[src/rtl/acia6850_ctrl.sv]
// Bus-master sequencer for the 6850 ACIA: init (master reset + config), then status polling with
// RX/TX byte movement. Every access is 1 setup clk + BUS_HOLD cs clks; the RX stream holds until taken.
module acia6850_ctrl #(
  parameter logic [7:0] CTRL_WORD = 8'h15,
  parameter int         BUS_HOLD  = 26
) (
  input  logic       clk,
  input  logic       reset,
  input  logic       reinit,
  output logic       init_done,
  input  logic [7:0] tx_data,
  input  logic       tx_valid,
  output logic       tx_ready,
  output logic [7:0] rx_data,
  output logic       rx_valid,
  input  logic       rx_ready,
  output logic       rx_overrun,
  output logic [7:0] status,
  output logic       acia_cs,
  output logic       acia_rw_n,
  output logic       acia_rs,
  output logic [7:0] acia_dout,
  input  logic [7:0] acia_din
);

  typedef enum logic [2:0] {
    RST_WR = 3'd0,
    CFG_WR = 3'd1,
    POLL   = 3'd2,
    RX_RD  = 3'd3,
    TX_WR  = 3'd4
  } state_t;

  localparam logic [15:0] HOLD = 16'(BUS_HOLD);

  state_t      r_state;
  state_t      w_next_state;
  logic        r_busy;
  logic [15:0] r_cnt;
  logic        r_reinit;
  logic        r_last_rx;
  logic        r_cs;
  logic        r_rw_n;
  logic        r_rs;
  logic [7:0]  r_dout;
  logic        r_tx_ready;
  logic [7:0]  r_rx_data;
  logic        r_rx_valid;
  logic        r_rx_overrun;
  logic [7:0]  r_status;
  logic        r_init_done;

  logic        w_last;
  logic        w_start;
  logic        w_reinit;
  logic        w_goto_rst;
  logic        w_rx_can;
  logic        w_tx_can;
  logic        w_pick_rx;
  logic        w_pick_tx;
  logic        w_rw_n;
  logic        w_rs;
  logic [7:0]  w_dout;

  // r_state names the access on the bus; the next one starts on the edge that ends the current one.
  always_comb begin
    w_last       = r_busy && (r_cnt == HOLD);
    w_start      = !r_busy || w_last;
    w_reinit     = r_reinit || reinit;
    w_goto_rst   = w_last && w_reinit;
    w_rx_can     = acia_din[0] && !r_rx_valid;
    w_tx_can     = acia_din[1] && tx_valid;
    w_next_state = r_state;
    w_pick_rx    = 1'b0;
    w_pick_tx    = 1'b0;
    if (w_last) begin
      if (w_reinit) begin
        w_next_state = RST_WR;
      end else begin
        case (r_state)
          RST_WR: w_next_state = CFG_WR;
          CFG_WR: w_next_state = POLL;
          POLL: begin
            if (w_rx_can && w_tx_can) begin
              w_pick_rx = !r_last_rx;
              w_pick_tx = r_last_rx;
            end else begin
              w_pick_rx = w_rx_can;
              w_pick_tx = w_tx_can;
            end
            if (w_pick_rx)      w_next_state = RX_RD;
            else if (w_pick_tx) w_next_state = TX_WR;
            else                w_next_state = POLL;
          end
          default: w_next_state = POLL;
        endcase
      end
    end
  end

  always_comb begin
    w_rw_n = 1'b1;
    w_rs   = 1'b0;
    w_dout = 8'h00;
    case (w_next_state)
      RST_WR: begin w_rw_n = 1'b0; w_dout = 8'h03;     end
      CFG_WR: begin w_rw_n = 1'b0; w_dout = CTRL_WORD; end
      RX_RD:  begin w_rs = 1'b1;                       end
      TX_WR:  begin w_rw_n = 1'b0; w_rs = 1'b1; w_dout = tx_data; end
      default: ;
    endcase
  end

  always_ff @(posedge clk or posedge reset) begin
    if (reset) r_state <= RST_WR;
    else       r_state <= w_next_state;
  end

  always_ff @(posedge clk or posedge reset) begin
    if (reset) begin
      r_busy   <= 1'b0;
      r_cnt    <= 16'd0;
      r_cs     <= 1'b0;
      r_rw_n   <= 1'b1;
      r_rs     <= 1'b0;
      r_dout   <= 8'h00;
      r_tx_ready <= 1'b0;
    end else begin
      r_tx_ready <= 1'b0;
      if (w_start) begin
        r_busy     <= 1'b1;
        r_cnt      <= 16'd0;
        r_cs       <= 1'b0;
        r_rw_n     <= w_rw_n;
        r_rs       <= w_rs;
        r_dout     <= w_dout;
        r_tx_ready <= (w_next_state == TX_WR);
      end else begin
        r_cnt <= r_cnt + 16'd1;
        r_cs  <= 1'b1;
      end
    end
  end

  always_ff @(posedge clk or posedge reset) begin
    if (reset) begin
      r_reinit     <= 1'b0;
      r_last_rx    <= 1'b0;
      r_rx_data    <= 8'h00;
      r_rx_valid   <= 1'b0;
      r_rx_overrun <= 1'b0;
      r_status     <= 8'h00;
      r_init_done  <= 1'b0;
    end else begin
      if (w_goto_rst)  r_reinit <= 1'b0;
      else if (reinit) r_reinit <= 1'b1;

      if (r_init_done && r_rx_valid && rx_ready) r_rx_valid <= 1'b0;

      if (w_pick_rx) r_last_rx <= 1'b1;
      if (w_pick_tx) r_last_rx <= 1'b0;

      if (w_last) begin
        case (r_state)
          CFG_WR: r_init_done <= 1'b1;
          POLL: begin
            r_status <= acia_din;
            if (acia_din[5]) r_rx_overrun <= 1'b1;
          end
          RX_RD: begin
            r_rx_data  <= acia_din;
            r_rx_valid <= 1'b1;
          end
          default: ;
        endcase
      end

      // Reinit takes precedence over whatever the finishing access would have set.
      if (w_goto_rst) begin
        r_init_done  <= 1'b0;
        r_rx_valid   <= 1'b0;
        r_rx_overrun <= 1'b0;
      end
    end
  end

  assign acia_cs    = r_cs;
  assign acia_rw_n  = r_rw_n;
  assign acia_rs    = r_rs;
  assign acia_dout  = r_dout;
  assign tx_ready   = r_tx_ready;
  assign rx_data    = r_rx_data;
  assign rx_valid   = r_rx_valid;
  assign rx_overrun = r_rx_overrun;
  assign status     = r_status;
  assign init_done  = r_init_done;

endmodule

[config.mk]
export PLATFORM = sky130hd
export DESIGN_NAME = acia6850_ctrl
export DESIGN_NICKNAME = d
export VERILOG_FILES = /design/src/rtl/acia6850_ctrl.sv
export SDC_FILE = /design/constraint.sdc
export NUM_CORES = 1
export LEC_CHECK = 0
export CAP_MARGIN = 20
export CORE_ASPECT_RATIO = 1.4
export CORE_UTILIZATION = 50
export DETAILED_ROUTE_END_ITERATION = 10
export MAX_ROUTING_LAYER = met4
export PLACE_DENSITY = 0.79
export SKIP_LAST_GASP = 1
export SLEW_MARGIN = 20
export SYNTH_ARGS = -nofsm -noshare
export SYNTH_HDL_FRONTEND = slang
export SYNTH_SLANG_ARGS = --single-unit
[constraint.sdc]
create_clock -name clk -period 3.25 [get_ports clk]
set_input_delay 0.325 -clock clk [delete_from_list [all_inputs] [get_ports clk]]
set_output_delay 0.325 -clock clk [all_outputs]
set_load 0.01 [all_outputs]
==> flow_metrics.tcl, run 1 <==
set metrics [dict create \
    grtUsageTotal 0.211 \
    cts_setup_buffers 0 \
    routed_wirelength_microns 4660 \
    cts_resized 0 \
    postRouteAntennaNets 0 \
    cts-buffers-inserted 5 \
    ys_ff_latch 53 \
    firstDrtPassIters 4 \
    start_util 0.517 \
    cts_root_buf "clkbuf_8" \
    routed_via_density 5.10 \
    netlist_instances 222 \
    maxCapViolations 0 \
    worst_slew_pin_slew_ns 0.882 \
    fillers 382 \
    fin_area_sq_um 2990 \
    synth_ff_type "dfrtp_1" \
    avgSynthCellArea_sq_um 10.5 \
    coreArea_sq_um 4500 \
    dpl.hpwl_microns 3430 \
    p_leak_nw 1.28 \
    power-per-cell-area_nw_per_um2 381 \
    async_reset_ff_frac 1.00 \
    yosysSeqAreaShare 0.571 \
    area_growth_pct 28.5 \
    vias 1733 \
    synth_top_area_share 0.559 \
    clk_latency_ns 0.31 \
    drtIter0Drc 103 \
    critPathKind "reg2reg" \
    ys_top_cells_by_area "dfrtp_1, nand2_1, nor2_1" \
    cp_max_fo 10 \
    period_share 0.857 \
    hold_buffers 0 \
    drv_slew 0 \
    holdCritPathClass "reg2reg" \
    cts.path.max_buffers 2 \
    synth_most_common_cell "dfrtp_1" \
    worstPathRequired_ns 3.49 \
    gr-total-overflow 0 \
    synth_edf_count 0 \
    finalSetupViolCount 0 \
    yosysWarnings 0 \
    finalHoldViolCount 0 \
    io_pins 52 \
    wl_per_cell_microns 13.7 \
    synth_area_sq_um 2330 \
    fp.dieH_microns 82.7 \
    fin_crit_ns 2.78 \
    path_clk_slew_ns 0.09 \
    vdd_drop_max_v 0.000272 \
    n_antenna_cell 0 \
    die_area_sq_um 4930 \
    gp_congestion 0.810 \
    nets 300 \
    drive_gt1_frac 0.104 \
    crit_arrival_ns 3.02 \
    die_x_microns 59.6 \
    first_global_vias 1722 \
    mappedNetlistNets 245 \
    status "finished, final reports clean" \
    htreeDepth 2 \
    grt_start_max_net_pins 54 \
    synth.distinct_cells 42 \
    drc 0 \
    ys_top_cells_by_count "dfrtp_1, nand2_1, nor2_1" \
    tns_ns 0 \
    finClkSkew_ns 0.0115 \
    io_buffers 51 \
    maxSlewHeadroom 0.411 \
    grt_pass1_wl_microns 7450 \
    rsz0062_at_grt "false" \
    cts_sinks 53 \
    total_power_mw 1.14 \
    end_kind "flip-flop" \
    rows 29 \
    placed_area_sq_um 2900 \
    regToRegSetupSlack_ns 0.47 \
    tritoncts "done" \
    antenna_found_initial 0 \
    fmax_mhz 359 \
    synth_top_area_cell "dfrtp_1" \
    start_kind "flip-flop" \
]
==> critical path, cell delays in order (launching register included) <==
cell and delay (ns):
dfrtp_1 0.43, inv_1 0.07, ha_1 0.14, or4b_1 0.46, and4bb_1 0.57, mux2i_2 0.41, inv_1 0.13, nor2_1 0.20
nand2b_1 0.11, a31oi_2 0.18
==> per-stage QoR <==
| step | utilization | setup slack, ns | hold WS [ns] | instances |
|---|---|---|---|---|
| 2_1_floorplan | - | 0.903 | 0.430 | 222 |
| 3_3_place_gp | 0.644 | 0.634 | 0.450 | 332 |
| 3_5_place_dp | 0.644 | 0.519 | 0.455 | 332 |
| 4_1_cts | 0.664 | 0.466 | 0.477 | 340 |
| 5_1_grt | 0.664 | 0.269 | 0.500 | 340 |
| 6_report | 0.664 | 0.466 | 0.470 | 340 |
==> metal layers <==
layer	part of all wire	global-route usage	vias up	wire length, microns
met2	0.55	0.384	39	2590
met1	0.39	0.210	835	1800
met3	0.040	0.0452	8	186
met5	0	-	-	0
li1	-	-	851	-
met4	0.018	0.0953	0	85
==> layout make-up <==
| cell class | count | area, sq um | share of cell area |
|---|---|---|---|
| Sequential cell | 53 | 1330 | 0.444 |
| Multi-Input combinational cell | 157 | 945 | 0.316 |
| Inverter | 8 | 31.3 | 0.0105 |
| Tap cell | 62 | 77.6 | 0.0260 |
| Timing Repair Buffer | 52 | 518 | 0.173 |
| Clock buffer | 5 | 68.8 | 0.0230 |
| Clock inverter | 3 | 21.3 | 0.00712 |
==> cell usage in the layout, fill, tap and decap left out, types with 2 or more instances in the layout <==
cell,instances
nor4b_1,2
o21ai_1,6
nor3_1,3
a31oi_1,3
xnor2_1,4
nor2b_1,2
and3_1,3
dfrtp_1,52
nand3_1,8
nand2_1,43
or4b_1,2
mux2_2,10
inv_1,6
xor2_1,10
nor2_1,31
clkbuf_8,5
a21oi_1,6
ha_1,2
o21ai_0,2
clkinv_2,2
clkdlybuf4s50_1,51
nand4_1,2
==> worst paths after layout <==
check / start / depth (start not counted) / endpoint
hold / removal: status[2] / 2 / status[2]
setup / recovery: r_cnt[0] / 9 / acia_rs
setup reg to reg: r_cnt[0] / 9 / acia_rs
hold reg to reg: status[2] / 2 / status[2]
min in group asynchronous: reset / 2 / rx_data[1]
max in group asynchronous: reset / 2 / r_cnt[12]
==> state kept, by name, indices dropped and copies added (netlist names), 3 cells and up <==
signal	count
status	8
r_state	3
r_cnt	16
acia_dout	8
rx_data	8
==> kinds of logic (layout without fill, tap and decap cells) <==
logic type,after synthesis,in the layout,synth area share
multiplexers,12,12,0.0586
AND/OR/NAND/NOR,106,106,0.219
AO/OA/AOI/OAI,22,22,0.0629
buffers and inverters,12,68,0.0231
other,1,1,0.00161
adder cells (fa/ha/maj),2,2,0.0108
XOR/XNOR,14,14,0.0527
flip-flops,53,53,0.571
==> power breakdown <==
group	internal (mW)	total [mW]	switching (mW)	leakage (nW)
clock network	0.153	0.376	0.223	0.0445
logic	0.0464	0.0858	0.0394	0.581
registers	0.670	0.678	0.00765	0.658
total	0.870	1.14	0.270	1.28
Power figures use the tool's default switching activity.
==> inputs of run 2 (changes only) <==
--- a/config.mk
+++ b/config.mk
@@ -10,7 +10,7 @@
 export CORE_UTILIZATION = 50
 export DETAILED_ROUTE_END_ITERATION = 10
 export MAX_ROUTING_LAYER = met4
-export PLACE_DENSITY = 0.79
+export PLACE_DENSITY = 0.85
 export SKIP_LAST_GASP = 1
 export SLEW_MARGIN = 20
 export SYNTH_ARGS = -nofsm -noshare
==> run 2 against run 1 <==
  * Clock-buffer cell count is the same
  * Total power grew 12%
  * Via count grew 5.1%
  * Fmax grew 0.56%
  * Core utilization grew 0.97 points
  * Die area is the same
==> flow_metrics.tcl, run 2 (synthesized netlist as in run 1, its figures left out) <==
set metrics [dict create \
    status "finished, final reports clean" \
    path_common_cell "inv_1" \
    routed_wirelength_microns 4870 \
    critPathKind "reg2reg" \
    nets 300 \
    wl_per_cell_microns 14.3 \
    maxCapViolations 0 \
    die_x_microns 59.6 \
    worst_slew_pin_slew_ns 0.882 \
    first_global_vias 1805 \
    fin_crit_ns 2.77 \
    drive_gt1_frac 0.104 \
    ff2ff_path_depth 9 \
    critical-path-top-delay-family "simple AND/OR/NAND/NOR gates" \
    cts.path.max_buffers 2 \
    hold_ws_ns 0.471 \
    path_clk_slew_ns 0.09 \
    combPwrFrac 0.068 \
    maxSlewHeadroom 0.411 \
    drv_slew 0 \
    fillers 369 \
    htreeDepth 2 \
    grtUsageTotal 0.223 \
    holdCritPathClass "reg2reg" \
    hold_buffers 0 \
    rsz0062_at_grt "false" \
    postRouteAntennaNets 0 \
    regToRegSetupSlack_ns 0.48 \
    finalHoldViolCount 0 \
    fmax_mhz 361 \
    crit_chain "inv_1, ha_1, or4b_1, and4bb_1, mux2i_2, inv_1, nor2_1, nand2b_1, a31oi_2" \
    layout_common_cells "dfrtp_1, clkdlybuf4s50_1, nand2_1, nor2_1" \
    finalSetupViolCount 0 \
    start_util 0.517 \
    intPower_mw 1.02 \
    io_pins 52 \
    cp_max_fo 10 \
    routed_via_density 5.36 \
    power-per-cell-area_nw_per_um2 422 \
    seq_power_share 0.530 \
    io_buffers 51 \
    coreArea_sq_um 4500 \
    finClkSkew_ns 0.00585 \
    drtIter0Drc 89 \
    tns_ns 0 \
    end_kind "flip-flop" \
    worstPathRequired_ns 3.48 \
    start_kind "flip-flop" \
    hold_depth 2 \
    largest_register_ffs 16 \
    n_antenna_cell 0 \
    gr-total-overflow 0 \
    tritoncts "done" \
    crit_buf_inv 2 \
    p_sw_uw 258 \
    die_area_sq_um 4930 \
    layout_setup_ws_ns 0.481 \
    cpMaxStageDelayCell "and4bb_1" \
    hold_end "status[3]" \
    regArea_sq_um 1330 \
    p_leak_nw 1.31 \
    antenna_found_initial 0 \
    dpl.hpwl_microns 3510 \
    fp.dieH_microns 82.7 \
    firstDrtPassIters 5 \
    min_from "status[3]" \
    multi_input_area_sq_um 945 \
    layout_commonest_cell "dfrtp_1" \
    gp_congestion 0.824 \
    swShare 0.201 \
    worstReg2RegStart "r_cnt[0]" \
    regMostFlops "r_cnt" \
    pre_cts_ws_ns 0.553 \
    p_clk_frac 0.403 \
    drc 0 \
    vdd_drop_max_v 0.000458 \
    cpPeakStageDelay_ns 0.58 \
    cts_setup_buffers 0 \
    grt_pass1_wl_microns 7820 \
    area_growth_pct 30.4 \
    rows 29 \
    grt_start_max_net_pins 54 \
    crit_arrival_ns 3.00 \
    cts_sinks 53 \
    r2r_end "acia_rs" \
    clk_latency_ns 0.31 \
    period_share 0.852 \
    cts-buffers-inserted 5 \
    cts_resized 0 \
    cts_root_buf "clkbuf_8" \
    vias 1821 \
]
-- run 2: changes by cell type in the layout (fill, tap and decap cells not counted) --
| cell | change |
|---|---|
| bufinv_16 | +2 |
| clkinvlp_4 | -1 |
| inv_6 | -1 |
-- run 2: worst reg2reg max path: stages (launching register included) --
cell and delay, ns:
dfrtp_1 0.43, inv_1 0.08, ha_1 0.12, or4b_1 0.44, and4bb_1 0.58, mux2i_2 0.40
inv_1 0.13, nor2_1 0.23, nand2b_1 0.10, a31oi_2 0.18
-- run 2: worst max-delay path by stage --
stage	startpoint	end	depth (start not counted)
2_1_floorplan	r_cnt[0]	acia_rs	10
3_3_place_gp	r_cnt[0]	acia_rs	9
3_5_place_dp	r_cnt[0]	acia_rs	9
4_1_cts	r_cnt[0]	acia_rs	9
5_1_grt	r_cnt[0]	acia_rs	9
6_report	r_cnt[0]	acia_rs	9
-- run 2: layout make-up --
| type | instances | area share |
|---|---|---|
| Clock buffer | 5 | 0.0227 |
| Clock inverter | 3 | 0.0215 |
| Inverter | 8 | 0.0103 |
| Multi-Input combinational cell | 157 | 0.311 |
| Sequential cell | 53 | 0.438 |
| Tap cell | 62 | 0.0256 |
| Timing Repair Buffer | 52 | 0.171 |
-- run 2: power by group through the flow --
| stage | combinational (mW) | sequential [mW] | clock, mW |
|---|---|---|---|
| floorplan | 0.0319 | 0.694 | 0 |
| global route | 0.0957 | 0.680 | 0.552 |
| CTS | 0.0880 | 0.679 | 0.525 |
| global placement | 0.0862 | 0.691 | 0 |
| finish | 0.0864 | 0.678 | 0.515 |
| detailed placement | 0.0871 | 0.692 | 0 |
-- run 2: routing by layer --
layer / up-vias / part of all wire / GRT usage
met3: 13 / 0.048 / 0.0498
li1: 853 / - / -
met5: - / 0 / -
met1: 903 / 0.38 / 0.229
met2: 52 / 0.54 / 0.388
met4: 0 / 0.028 / 0.123
-- run 2: metrics by stage --
| stage | util | power, mW | instances | cell area (sq um) |
|---|---|---|---|---|
| 2_1_floorplan | - | 0.726 | 222 | 2330 |
| 3_3_place_gp | 0.644 | 0.777 | 332 | 2900 |
| 3_5_place_dp | 0.644 | 0.779 | 332 | 2900 |
| 4_1_cts | 0.674 | 1.29 | 340 | 3030 |
| 5_1_grt | 0.674 | 1.33 | 340 | 3030 |
| 6_report | 0.674 | 1.28 | 340 | 3030 |
==> inputs of run 3 (changes only) <==
--- a/config.mk
+++ b/config.mk
@@ -7,8 +7,10 @@
 export LEC_CHECK = 0
 export CAP_MARGIN = 20
 export CORE_ASPECT_RATIO = 1.4
+export CORE_MARGIN = 8
 export CORE_UTILIZATION = 50
 export DETAILED_ROUTE_END_ITERATION = 10
+export GPL_ROUTABILITY_DRIVEN = 1
 export MAX_ROUTING_LAYER = met4
 export PLACE_DENSITY = 0.85
 export SKIP_LAST_GASP = 1
==> constraint.sdc (replaced) <==
create_clock -name clk -period 3.25 [get_ports clk]
set_input_delay 0.325 -clock clk [delete_from_list [all_inputs] [get_ports clk]]
set_output_delay 0.325 -clock clk [all_outputs]
set_load 0.02 [all_outputs]
==> run 3 against run 2 <==
  * Clock-buffer cell count unchanged
  * Core utilization decreased by 0.42 points
  * Largest cell class unchanged
  * Via count decreased by 2.7%
  * First-iteration DRC count decreased by 12%
  * Global-route usage decreased by 7.0 points
  * Wire length increased by 5.2%
  * Critical path type unchanged
  * Final cell count unchanged
==> flow_metrics.tcl, run 3 (synthesized netlist as in run 1, its figures left out) <==
set metrics [dict create \
    status "finished, final reports clean" \
    ff2ff_path_depth 9 \
    fp.dieH_microns 96.7 \
    clk_latency_ns 0.31 \
    grtUsageTotal 0.154 \
    nets 300 \
    path_clk_slew_ns 0.10 \
    regMostFlops "r_cnt" \
    power-per-cell-area_nw_per_um2 405 \
    finalHoldViolCount 0 \
    htreeDepth 2 \
    cts-buffers-inserted 5 \
    drive_gt1_frac 0.104 \
    hold_end "status[4]" \
    maxSlewHeadroom 0.410 \
    total_power_mw 1.22 \
    drtIter0Drc 78 \
    largest_register_ffs 16 \
    cts_setup_buffers 0 \
    path_common_cell "inv_1" \
    grt_start_max_net_pins 54 \
    die_x_microns 73.6 \
    vias 1771 \
    critPathKind "reg2reg" \
    crit_chain "inv_1, ha_1, or4b_1, and4bb_1, mux2i_2, inv_1, nor2_1, nand2b_1, a31oi_2" \
    holdCritPathClass "reg2reg" \
    finalSetupViolCount 0 \
    start_util 0.517 \
    routed_via_density 5.21 \
    rows 29 \
    drv_slew 0 \
    n_antenna_cell 0 \
    cts_sinks 53 \
    tns_ns 0 \
    worstPathRequired_ns 3.49 \
    layout_commonest_cell "dfrtp_1" \
    cpMaxStageDelayCell "and4bb_1" \
    wl_per_cell_microns 15.1 \
    cpPeakStageDelay_ns 0.56 \
    crit_arrival_ns 2.96 \
    io_pins 52 \
    finClkSkew_ns 0.00428 \
    grt_pass1_wl_microns 8470 \
    maxCapViolations 0 \
    gr-total-overflow 0 \
    rsz0062_at_grt "false" \
    tritoncts "done" \
    crit_buf_inv 2 \
    p_leak_nw 1.29 \
    fin_crit_ns 2.72 \
    routed_wirelength_microns 5120 \
    cts_root_buf "clkbuf_8" \
    period_share 0.838 \
    postRouteAntennaNets 0 \
    worstReg2RegStart "r_cnt[0]" \
    cts_resized 0 \
    start_kind "flip-flop" \
    regToRegSetupSlack_ns 0.53 \
    fillers 367 \
    hold_depth 2 \
    min_from "status[4]" \
    coreArea_sq_um 4500 \
    firstDrtPassIters 4 \
    cts.path.max_buffers 2 \
    antenna_found_initial 0 \
    worst_slew_pin_slew_ns 0.883 \
    vdd_drop_max_v 0.000305 \
    cp_max_fo 10 \
    drc 0 \
    first_global_vias 1822 \
    die_area_sq_um 7120 \
    hold_buffers 0 \
    dpl.hpwl_microns 3850 \
    layout_common_cells "dfrtp_1, clkdlybuf4s50_1, nand2_1, nor2_1" \
    r2r_end "acia_rs" \
    end_kind "flip-flop" \
    fmax_mhz 367 \
    critical-path-top-delay-family "simple AND/OR/NAND/NOR gates" \
    area_growth_pct 29.6 \
    io_buffers 51 \
    gp_congestion 0.809 \
]
[run 3: cell types whose count changed in the layout (fill, tap and decap cells not counted), sizes merged]
cell      delta
clkinvlp     +1
bufinv       -1
[run 3: cell type report]
cell class,count,area (sq um),area share
clock buffers,5,68.8,0.0228
clock inverters,3,46.3,0.0154
inverters,8,31.3,0.0104
multi-input cells,157,945,0.313
flip-flops and latches,53,1330,0.440
well taps,62,77.6,0.0257
repair buffers,52,518,0.172
[run 3: worst max path at each step]
stage          startpoint      end  slack, ns  cells after the start
2_1_floorplan    r_cnt[0]  acia_rs       0.90                     10
3_3_place_gp     r_cnt[0]  acia_rs       0.63                      9
3_5_place_dp     r_cnt[0]  acia_rs       0.55                      9
4_1_cts          r_cnt[0]  acia_rs       0.54                      9
5_1_grt          r_cnt[0]  acia_rs       0.28                      9
6_report         r_cnt[0]  acia_rs       0.53                      9
[run 3: where the power goes]
group | total, mW | internal [mW] | switching (mW)
Combinational | 0.0928 | 0.0464 | 0.0463
Clock | 0.451 | 0.231 | 0.221
Sequential | 0.678 | 0.670 | 0.00773
[run 3: routing by layer]
metal  track usage  share of wire  vias up
li1              -              -      852
met1         0.164           0.39      849
met2         0.262           0.54       63
met3        0.0413          0.067        7
met4        0.0526          0.012        0
met5             -              0        -
[run 3: stage by stage]
stage / std cells / util / setup slack, ns / instance area [sq um] / hold slack (ns)
after detailed placement: 332 / 0.644 / 0.554 / 2900 / 0.456
after global placement: 332 / 0.644 / 0.631 / 2900 / 0.448
after CTS: 340 / 0.670 / 0.540 / 3010 / 0.478
after global routing: 340 / 0.670 / 0.284 / 3010 / 0.504
final: 340 / 0.670 / 0.527 / 3010 / 0.472
after floorplan: 222 / - / 0.903 / 2330 / 0.430
[run 3: worst register-to-register path, delay by kind of cell, from the launching register on]
family / cells / cell delay, ns
AO/OA/AOI/OAI: 1 / 0.18
flip-flops: 1 / 0.43
AND/OR/NAND/NOR: 4 / 1.31
adder cells (fa/ha/maj): 1 / 0.13
buffers and inverters: 2 / 0.19
multiplexers: 1 / 0.41
